==> config.mk <==
export PLATFORM = sky130hd
export DESIGN_NAME = spi_wr
export DESIGN_NICKNAME = d
export VERILOG_FILES = /design/src/rtl/spi_wr.sv
export SDC_FILE = /design/constraint.sdc
export NUM_CORES = 1
export LEC_CHECK = 0
export CAP_MARGIN = 20
export CORE_MARGIN = 2
export CORE_UTILIZATION = 25
export CTS_BUF_LIST = sky130_fd_sc_hd__clkbuf_4 sky130_fd_sc_hd__clkbuf_8
export DETAILED_ROUTE_END_ITERATION = 6
export PLACE_DENSITY = 0.48
export SYNTH_ARGS = -nofsm -noshare
export SYNTH_HDL_FRONTEND = slang
export SYNTH_SLANG_ARGS = --single-unit
==> constraint.sdc <==
create_clock -name sys_clk -period 3.8 [get_ports sys_clk]
set_input_delay 0.76 -clock sys_clk [delete_from_list [all_inputs] [get_ports sys_clk]]
set_output_delay 0.76 -clock sys_clk [all_outputs]
set_load 0.02 [all_outputs]
==> src/rtl/spi_wr.sv <==
// spi_wr: DS1302-style serial write engine. On a rising edge of wr_start_flag
// (while idle) it captures {reg_data, control_data}, raises ce, shifts the 16 bits
// out LSB first on io_out/sclk, then holds ce, drops it for a recovery gap and
// pulses done.
// Ports: sys_clk (clock), rst (sync, active-low), wr_start_flag, control_data[7:0],
//        reg_data[7:0] in; ce, sclk, io_out, io_oe, busy, done out (all registered).
// Macro SPI_WR_FORCE_WRITE_EN: when defined, bit 0 of the command byte is sent as 0.
module spi_wr #(
  parameter int CE_SETUP = 4,
  parameter int CE_HOLD  = 2,
  parameter int CE_IDLE  = 4
) (
  input  logic       sys_clk,
  input  logic       rst,
  input  logic       wr_start_flag,
  input  logic [7:0] control_data,
  input  logic [7:0] reg_data,
  output logic       ce,
  output logic       sclk,
  output logic       io_out,
  output logic       io_oe,
  output logic       busy,
  output logic       done
);
  typedef enum logic [2:0] {IDLE, SETUP, SHIFT, HOLD, RECOVER, DONE} state_t;
  state_t      state_q, state_d;
  logic        start_dly_q;
  logic [15:0] shreg_q, shreg_d, cnt_q, cnt_d;
  logic [7:0]  cmd;
  logic        start;
  logic        ce_q, ce_d, sclk_q, sclk_d, io_out_q, io_out_d;
  logic        io_oe_q, io_oe_d, busy_q, busy_d, done_q, done_d;
`ifdef SPI_WR_FORCE_WRITE_EN
  assign cmd = {control_data[7:1], 1'b0};
`else
  assign cmd = control_data;
`endif
  assign start = wr_start_flag && !start_dly_q && state_q == IDLE;
  // cnt_q counts wait cycles in SETUP/HOLD/RECOVER; in SHIFT bit 0 is the sclk
  // phase and the upper bits the bit index, shifting after each high phase.
  always_comb begin
    state_d = state_q;
    cnt_d   = cnt_q + 16'd1;
    shreg_d = shreg_q;
    unique case (state_q)
      IDLE: begin
        cnt_d = '0;
        if (start) begin
          state_d = SETUP;
          shreg_d = {reg_data, cmd};
        end
      end
      SETUP:
        if (cnt_q == 16'(CE_SETUP - 1)) begin
          state_d = SHIFT;
          cnt_d   = '0;
        end
      SHIFT: begin
        if (cnt_q[0]) shreg_d = shreg_q >> 1;
        if (cnt_q == 16'd31) begin
          state_d = HOLD;
          cnt_d   = '0;
        end
      end
      HOLD:
        if (cnt_q == 16'(CE_HOLD - 1)) begin
          state_d = RECOVER;
          cnt_d   = '0;
        end
      RECOVER:
        if (cnt_q == 16'(CE_IDLE - 1)) begin
          state_d = DONE;
          cnt_d   = '0;
        end
      DONE: begin
        state_d = IDLE;
        cnt_d   = '0;
      end
      default: begin
        state_d = IDLE;
        cnt_d   = '0;
      end
    endcase
  end
  // Outputs are registered from the current state, so pins lag the state by one cycle.
  always_comb begin
    ce_d     = state_q inside {SETUP, SHIFT, HOLD};
    sclk_d   = state_q == SHIFT && cnt_q[0];
    io_out_d = state_q == SHIFT && shreg_q[0];
    io_oe_d  = state_q == SHIFT;
    busy_d   = state_q inside {SETUP, SHIFT, HOLD, RECOVER};
    done_d   = state_q == DONE;
  end
  always_ff @(posedge sys_clk) begin
    if (!rst) begin
      state_q     <= IDLE;
      start_dly_q <= 1'b0;
      shreg_q     <= '0;
      cnt_q       <= '0;
      ce_q        <= 1'b0;
      sclk_q      <= 1'b0;
      io_out_q    <= 1'b0;
      io_oe_q     <= 1'b0;
      busy_q      <= 1'b0;
      done_q      <= 1'b0;
    end else begin
      state_q     <= state_d;
      start_dly_q <= wr_start_flag;
      shreg_q     <= shreg_d;
      cnt_q       <= cnt_d;
      ce_q        <= ce_d;
      sclk_q      <= sclk_d;
      io_out_q    <= io_out_d;
      io_oe_q     <= io_oe_d;
      busy_q      <= busy_d;
      done_q      <= done_d;
    end
  end
  assign ce     = ce_q;
  assign sclk   = sclk_q;
  assign io_out = io_out_q;
  assign io_oe  = io_oe_q;
  assign busy   = busy_q;
  assign done   = done_q;
endmodule

# Yosys cells after proc, flatten, opt, wreduce, memory -nomap -nowiden
# Index checks and enable logic that the tools add are counted.
# totals
register_bits	42
latchBits	0
ramBits	0
romBits	0
memories	0
# op_classes
n_addsub	1
multipliers	0
div	0
magnitude_cmp	0
eq_ne	14
shift	0
n_mux	13
n_bitwise	0
reduce_logical	12
# ops
cell	n
$mux W16	5
$pmux W16 S3	1
$pmux W16 S2	1
$add A16 B1 Y16 const B	1
$eq A16 B1 Y1 const B	1
$eq A16 B2 Y1 const B	1
$eq A16 B5 Y1 const B	1
$mux W3	5
$pmux W3 S5	1
$ne A2 B2 Y1 const B	5
$eq A3 B2 Y1 const B	2
$eq A3 B3 Y1 const B	2
$reduce_and A5 Y1	1
$logic_and A1 B1 Y1	4
$reduce_bool A4 Y1	1
$eq A3 B1 Y1 const B	1
$logic_not A3 Y1	1
$reduce_and A3 Y1	1
$reduce_bool A3 Y1	1
$ne A2 B1 Y1 const B	1
$reduce_bool A2 Y1	1
$reduce_or A2 Y1	1
$logic_not A1 Y1	1

# Depth between registers and ports, before layout
# Gate-level depths: netlist of run 1.
# logic_depth
ltp_word	5
ltp_mapped	7
ltp_nobuf	6

# Worst setup path before layout of run 1
# No wires, ideal clock.
# synth_timing
path_type	input-to-reg
startpoint	input wr_start_flag
endpoint	register shreg_q[2]
setup_ns	0.116
t_arrival_ns	1.782
required_ns	3.684
slack_ns	1.902
cell_stages	5
n_path_buf	1
cell_sequence	or3b_1 > a211oi_2 > buf_2 > nand2_1 > o211a_1
# synth_via
elab_chain_cells	4
# synth_rtl
element	line	rtl
from (decl)	15	input logic wr_start_flag,
$logic_and A1 B1 Y1 (2 in a row)	38	assign start = wr_start_flag && !start_dly_q && state_q == IDLE;
$ne A2 B2 Y1 (no source line)	n/a	
$reduce_and A3 Y1 (no source line)	n/a	
to (signal assigned)	109	shreg_q <= shreg_d;
to (decl)	28	logic [15:0] shreg_q, shreg_d, cnt_q, cnt_d;
# No other way between the ends.
# A chain may end at the register's enable or synchronous reset.

==> metrics.cfg, run 1 <==
[run_status]
run_status=finished, final reports clean

[power_and_ir_drop]
leakagePower_nw=0.926
vdd_drop_max_v=0.000140
power_density_nw_per_um2=375

[layout]
fin_util=0.313
syn_to_final_growth_pct=21.1
drive_gt1_frac=0.0833
fin_nets=248
antenna_cells=0

[floorplan]
fp.dieW_um=93.6
pin_count=25
fp.coreArea_um2=7770
fp.dieArea_um2=8760
die_h_um=93.6
fp-row-count=32
start_util=0.258

[sta]
period_share=0.596
skew_ns=0.00668
finalHoldViolations=0
period_needed_ns=2.27
slew_headroom=0.502
setup-violations-final=0
rsz0062_at_grt=false
drv_slew=0
max_freq_ghz=0.441
tns_ns=0
worst_slew_pin_slew_ns=0.747

[critical_path]
critPathKind=in2reg
critical_path_required_ns=3.94
cp_max_fo=15
end_kind=register
worstPathArrival_ns=2.41
setup.worst_path.start_class=input port

[synthesis]
yosys.area.top_type=dfxtp_1
ys.flop_type=dfxtp_1
yosysWarnings=0
synth_largest_type_area_fraction=0.419
ys_types=41
ys_seq_area_frac=0.419
postSynthAreaPerCell_um2=9.69
synth_edf_count=0
synth_cells=207
synth_area_um2=2010
netlist_top_cells_area=dfxtp_1 42%, mux2i_1 8.0%, o211a_1 7.5%, nand2_1 4.5%, a21oi_1 3.2%
synth.ff_latch_count=42
synth_nets=228
async_reset_ff_frac=0

[global_routing]
grt_max_degree=33
antenna_found_initial=0
grt_overflow=0
grt_pass1_wl_um=7330
grt_pass1_vias=1487
grtUsageTotal=0.106

[clocking]
cts_tree=done
clkLatencyLatePin_ns=0.30
post_cts_buffers=0
clkTransAtPathRegs_ns=0.08
h-tree-depth=2
cts.sinks=42
ctsHoldBuffers=0
cts_root_buf=clkbuf_8
clk_path_buf_depth=2
cts_made_buffers=5
post_cts_resize_count=0

[min_path]
hold_path.class=reg2reg

[route]
post_drt_wl_per_cell_um=12.5
drt-vias-per-instance=4.68
drc=0
drtIter0Drc=38
detail-route-antenna-nets=0
first_pass_iters=4
wirelength_um=4130
vias=1543

[place]
hpwl_um=2830
port_buffers=24
gp_congestion=0.745

[run]
maxCapViolCount=0

## cells in the mapped netlist (4+ instances only)
master   count
and2_1       4
xnor2_1      7
a21oi_1     13
xor2_1       6
buf_2        8
nand2_1     24
nand3_1      7
o211a_1     15
mux2i_1     16
dfxtp_1     42
nor2_1       6
nand4_1      8
## logic make-up after synthesis
kind of cell | Yosys count | share of synthesized area
AOI/OAI and AO/OA | 40 | 0.156
buffers and inverters | 15 | 0.0443
xor gates and xnor gates | 13 | 0.0568
muxes | 16 | 0.0798
adders and majority gates | 2 | 0.0125
and+or+nand+nor | 79 | 0.231
DFF | 42 | 0.419
## report_power, final
part	leakage [nW]	switching, mW	internal [mW]
clock network	0.0593	0.159	0.211
logic	0.524	0.0303	0.0418
registers	0.342	0.0112	0.458
## layout make-up
type / count / area, um^2
clock inverter: 1 / 30.0
fill: 845 / 5340
multi-input combinational: 150 / 1080
tap: 102 / 128
inverter: 1 / 3.75
timing repair buffer: 27 / 263
clock buffer: 7 / 83.8
sequential: 42 / 841
## metrics by stage
stage	instance area [um^2]	hold WS (ns)	power, mW	instances	setup slack (ns)
detailed placement	2320	0.461	0.552	322	1.19
finish	2430	0.474	0.911	330	1.53
global placement	2320	0.470	0.552	322	1.18
CTS	2430	0.484	0.928	330	1.49
global route	2430	0.496	0.958	330	1.35
floorplan	2010	0.431	0.522	207	1.90
## registers in the layout, summed over array words and instances (netlist names)
signal and count:
cnt_q 16, state_q 3, start_dly_q 1, ce 1, io_out 1, io_oe 1
sclk 1, shreg_q 16, busy 1, done 1
## final timing paths
| check | from | to | slack, ns | depth (start not counted) |
|---|---|---|---|---|
| worst max-delay path | rst | cnt_q[13] | 1.53 | 5 |
| worst min-delay path | shreg_q[0] | io_out | 0.47 | 1 |
| worst max register to register | cnt_q[0] | cnt_q[13] | 1.58 | 5 |
| worst min register to register | shreg_q[0] | io_out | 0.47 | 1 |
## worst max-delay path: stages
cell             delay [ns]
clkdlybuf4s50_1        0.55
nand2b_1               0.18
nor2_1                 0.09
a22oi_2                0.62
a22oi_1                0.19
## cell usage in the layout (no fill, tap or decap), types with 3 or more instances in the layout
master / synthesis / final
a21oi_1: 13 / 13
a22oi_1: 3 / 3
and2_1: 4 / 4
buf_4: 2 / 3
clkbuf_8: 0 / 5
clkdlybuf4s50_1: 0 / 24
dfxtp_1: 42 / 42
mux2i_1: 16 / 16
nand2_1: 24 / 24
nand2b_1: 3 / 3
nand3_1: 7 / 7
nand4_1: 8 / 8
nor2_1: 6 / 6
nor3_1: 3 / 3
o211a_1: 15 / 15
xnor2_1: 7 / 7
xor2_1: 6 / 6
## layer usage
metal / global-route usage / up-vias / routed length, um
met5: 0 / - / 0
met4: 0.0399 / 0 / 61
met3: 0.0363 / 8 / 225
met2: 0.164 / 29 / 1810
met1: 0.138 / 714 / 2030
li1: - / 792 / -
No activity file was read; power rests on OpenSTA's default activity.
==> run 2: changes to the inputs <==
==> constraint.sdc (replaced) <==
create_clock -name sys_clk -period 2.1 [get_ports sys_clk]
set_input_delay 0.42 -clock sys_clk [delete_from_list [all_inputs] [get_ports sys_clk]]
set_output_delay 0.42 -clock sys_clk [all_outputs]
set_load 0.02 [all_outputs]
==> metrics.cfg, run 2 (synthesis results as in run 1) <==
[sta]
period_share=0.862
slew_headroom=0.735
skew_ns=0.0102
worst_slew_pin_slew_ns=0.397
drv_slew=0
setup-violations-final=0
holdWs_ns=0.466
timing.final.ws_setup_ns=0.289
period_needed_ns=1.81
rsz0062_at_grt=false
finalHoldViolations=0
max_freq_ghz=0.552

[clocking]
clk_path_buf_depth=2
cts_tree=done
h-tree-depth=2
post_cts_buffers=0
clkLatencyLatePin_ns=0.30
cts.sinks=42
post_cts_resize_count=0
cts_made_buffers=5
ctsHoldBuffers=0
clkTransAtPathRegs_ns=0.09
cts_root_buf=clkbuf_8

[critical_path]
cp_max_fo=18
r2r-start=cnt_q[1]
setup.worst_path.start_class=input port
r2r_cells=6
worstPathArrival_ns=2.01
r2r_setup_slack_ns=0.37
r2r_end=cnt_q[15]
end_kind=register
critPathKind=in2reg
critical_path_required_ns=2.30

[run]
maxCapViolCount=0

[power_and_ir_drop]
vdd_drop_max_v=0.000233
leakagePower_nw=0.968
power_density_nw_per_um2=612

[layout]
final_common_cell=dfxtp_1
syn_to_final_growth_pct=24.3
n_fill_cell=862
design_area_um2=2490
reg.largest.list=cnt_q (16), shreg_q (16), state_q (3)
drive_gt1_frac=0.122
antenna_cells=0
final_cells=340
fin_nets=258
mostFrequentLayoutCells=42 x dfxtp_1, 24 x nand2_1, 24 x clkdlybuf4s50_1

[place]
hpwl_um=2880
port_buffers=24
placedCellCount=330
gp_congestion=0.714
place_area_um2=2390
pre_cts_ws_ns=-0.0422

[floorplan]
fp.dieW_um=93.6
pin_count=25
fp-row-count=32
fp.coreArea_um2=7770
start_util=0.258
fp.dieArea_um2=8760
die_h_um=93.6

[route]
detail-route-antenna-nets=0
first_pass_iters=4
drtIter0Drc=96
post_drt_wl_per_cell_um=12.3
drt-vias-per-instance=4.68
drc=0
vias=1590
wirelength_um=4190

[global_routing]
antenna_found_initial=0
grt_pass1_wl_um=7270
grtUsageTotal=0.104
grt_pass1_vias=1530
grt_overflow=0
grt_max_degree=20

[min_path]
hold_path.class=reg2reg
min-delay-start=shreg_q[0]
hold_path_depth=1
min_to=io_out

[run_status]
run_status=finished, final reports clean

-- run 2: cell types whose count changed in the layout (fill, tap and decap cells not counted) --
cell       previous run  this run
buf_12                0         1
clkinv_4              0         1
clkinv_2              0         1
buf_4                 3        12
clkbuf_4              2         1
bufinv_16             1         0
-- run 2: worst max-delay path by stage --
stage,start,to,slack (ns),depth (start not counted)
floorplan,cnt_q[0],cnt_q[10],0.46,6
detailed placement,wr_start_flag,shreg_q[1],-0.04,6
finish,wr_start_flag,shreg_q[1],0.29,6
global placement,wr_start_flag,shreg_q[4],-0.005,6
CTS,cnt_q[1],cnt_q[13],0.03,5
global route,cnt_q[0],state_q[2],0.16,6
-- run 2: stage by stage --
step,util,TNS (ns),power (mW)
finish,0.321,0,1.53
global route,0.321,0,1.61
CTS,0.319,0,1.55
detailed placement,0.308,-0.319,1.00
global placement,0.308,-0.0287,1.00
floorplan,-,0,0.944
-- run 2: critical path, stage by stage --
cell             delay, ns
clkdlybuf4s50_1       0.49
or3b_1                0.36
a211oi_2              0.28
buf_4                 0.26
nand2_1               0.07
o211a_1               0.12
-- run 2: power by group --
| group | leakage [nW] | switching, mW | total [mW] | internal (mW) |
|---|---|---|---|---|
| logic | 0.577 | 0.0575 | 0.139 | 0.0811 |
| registers | 0.342 | 0.0188 | 0.847 | 0.828 |
| clock network | 0.0486 | 0.293 | 0.541 | 0.248 |
| total | 0.968 | 0.370 | 1.53 | 1.16 |
-- run 2: area by class of cell --
cell class | instances | area, um^2 | share of cell area
multi-input combinational | 150 | 1080 | 0.434
tap | 102 | 128 | 0.0512
inverter | 1 | 3.75 | 0.00151
clock buffer | 6 | 76.3 | 0.0306
clock inverter | 2 | 13.8 | 0.00552
sequential | 42 | 841 | 0.337
timing repair buffer | 37 | 350 | 0.140
-- run 2: metal layers --
| layer | up-vias | track usage | share of wire | wire [um] |
|---|---|---|---|---|
| met4 | 0 | 0.0326 | 0.011 | 44 |
| met1 | 742 | 0.137 | 0.50 | 2080 |
| li1 | 814 | - | - | - |
| met3 | 5 | 0.0282 | 0.037 | 156 |
| met2 | 29 | 0.164 | 0.46 | 1910 |
| met5 | - | 0 | 0 | 0 |
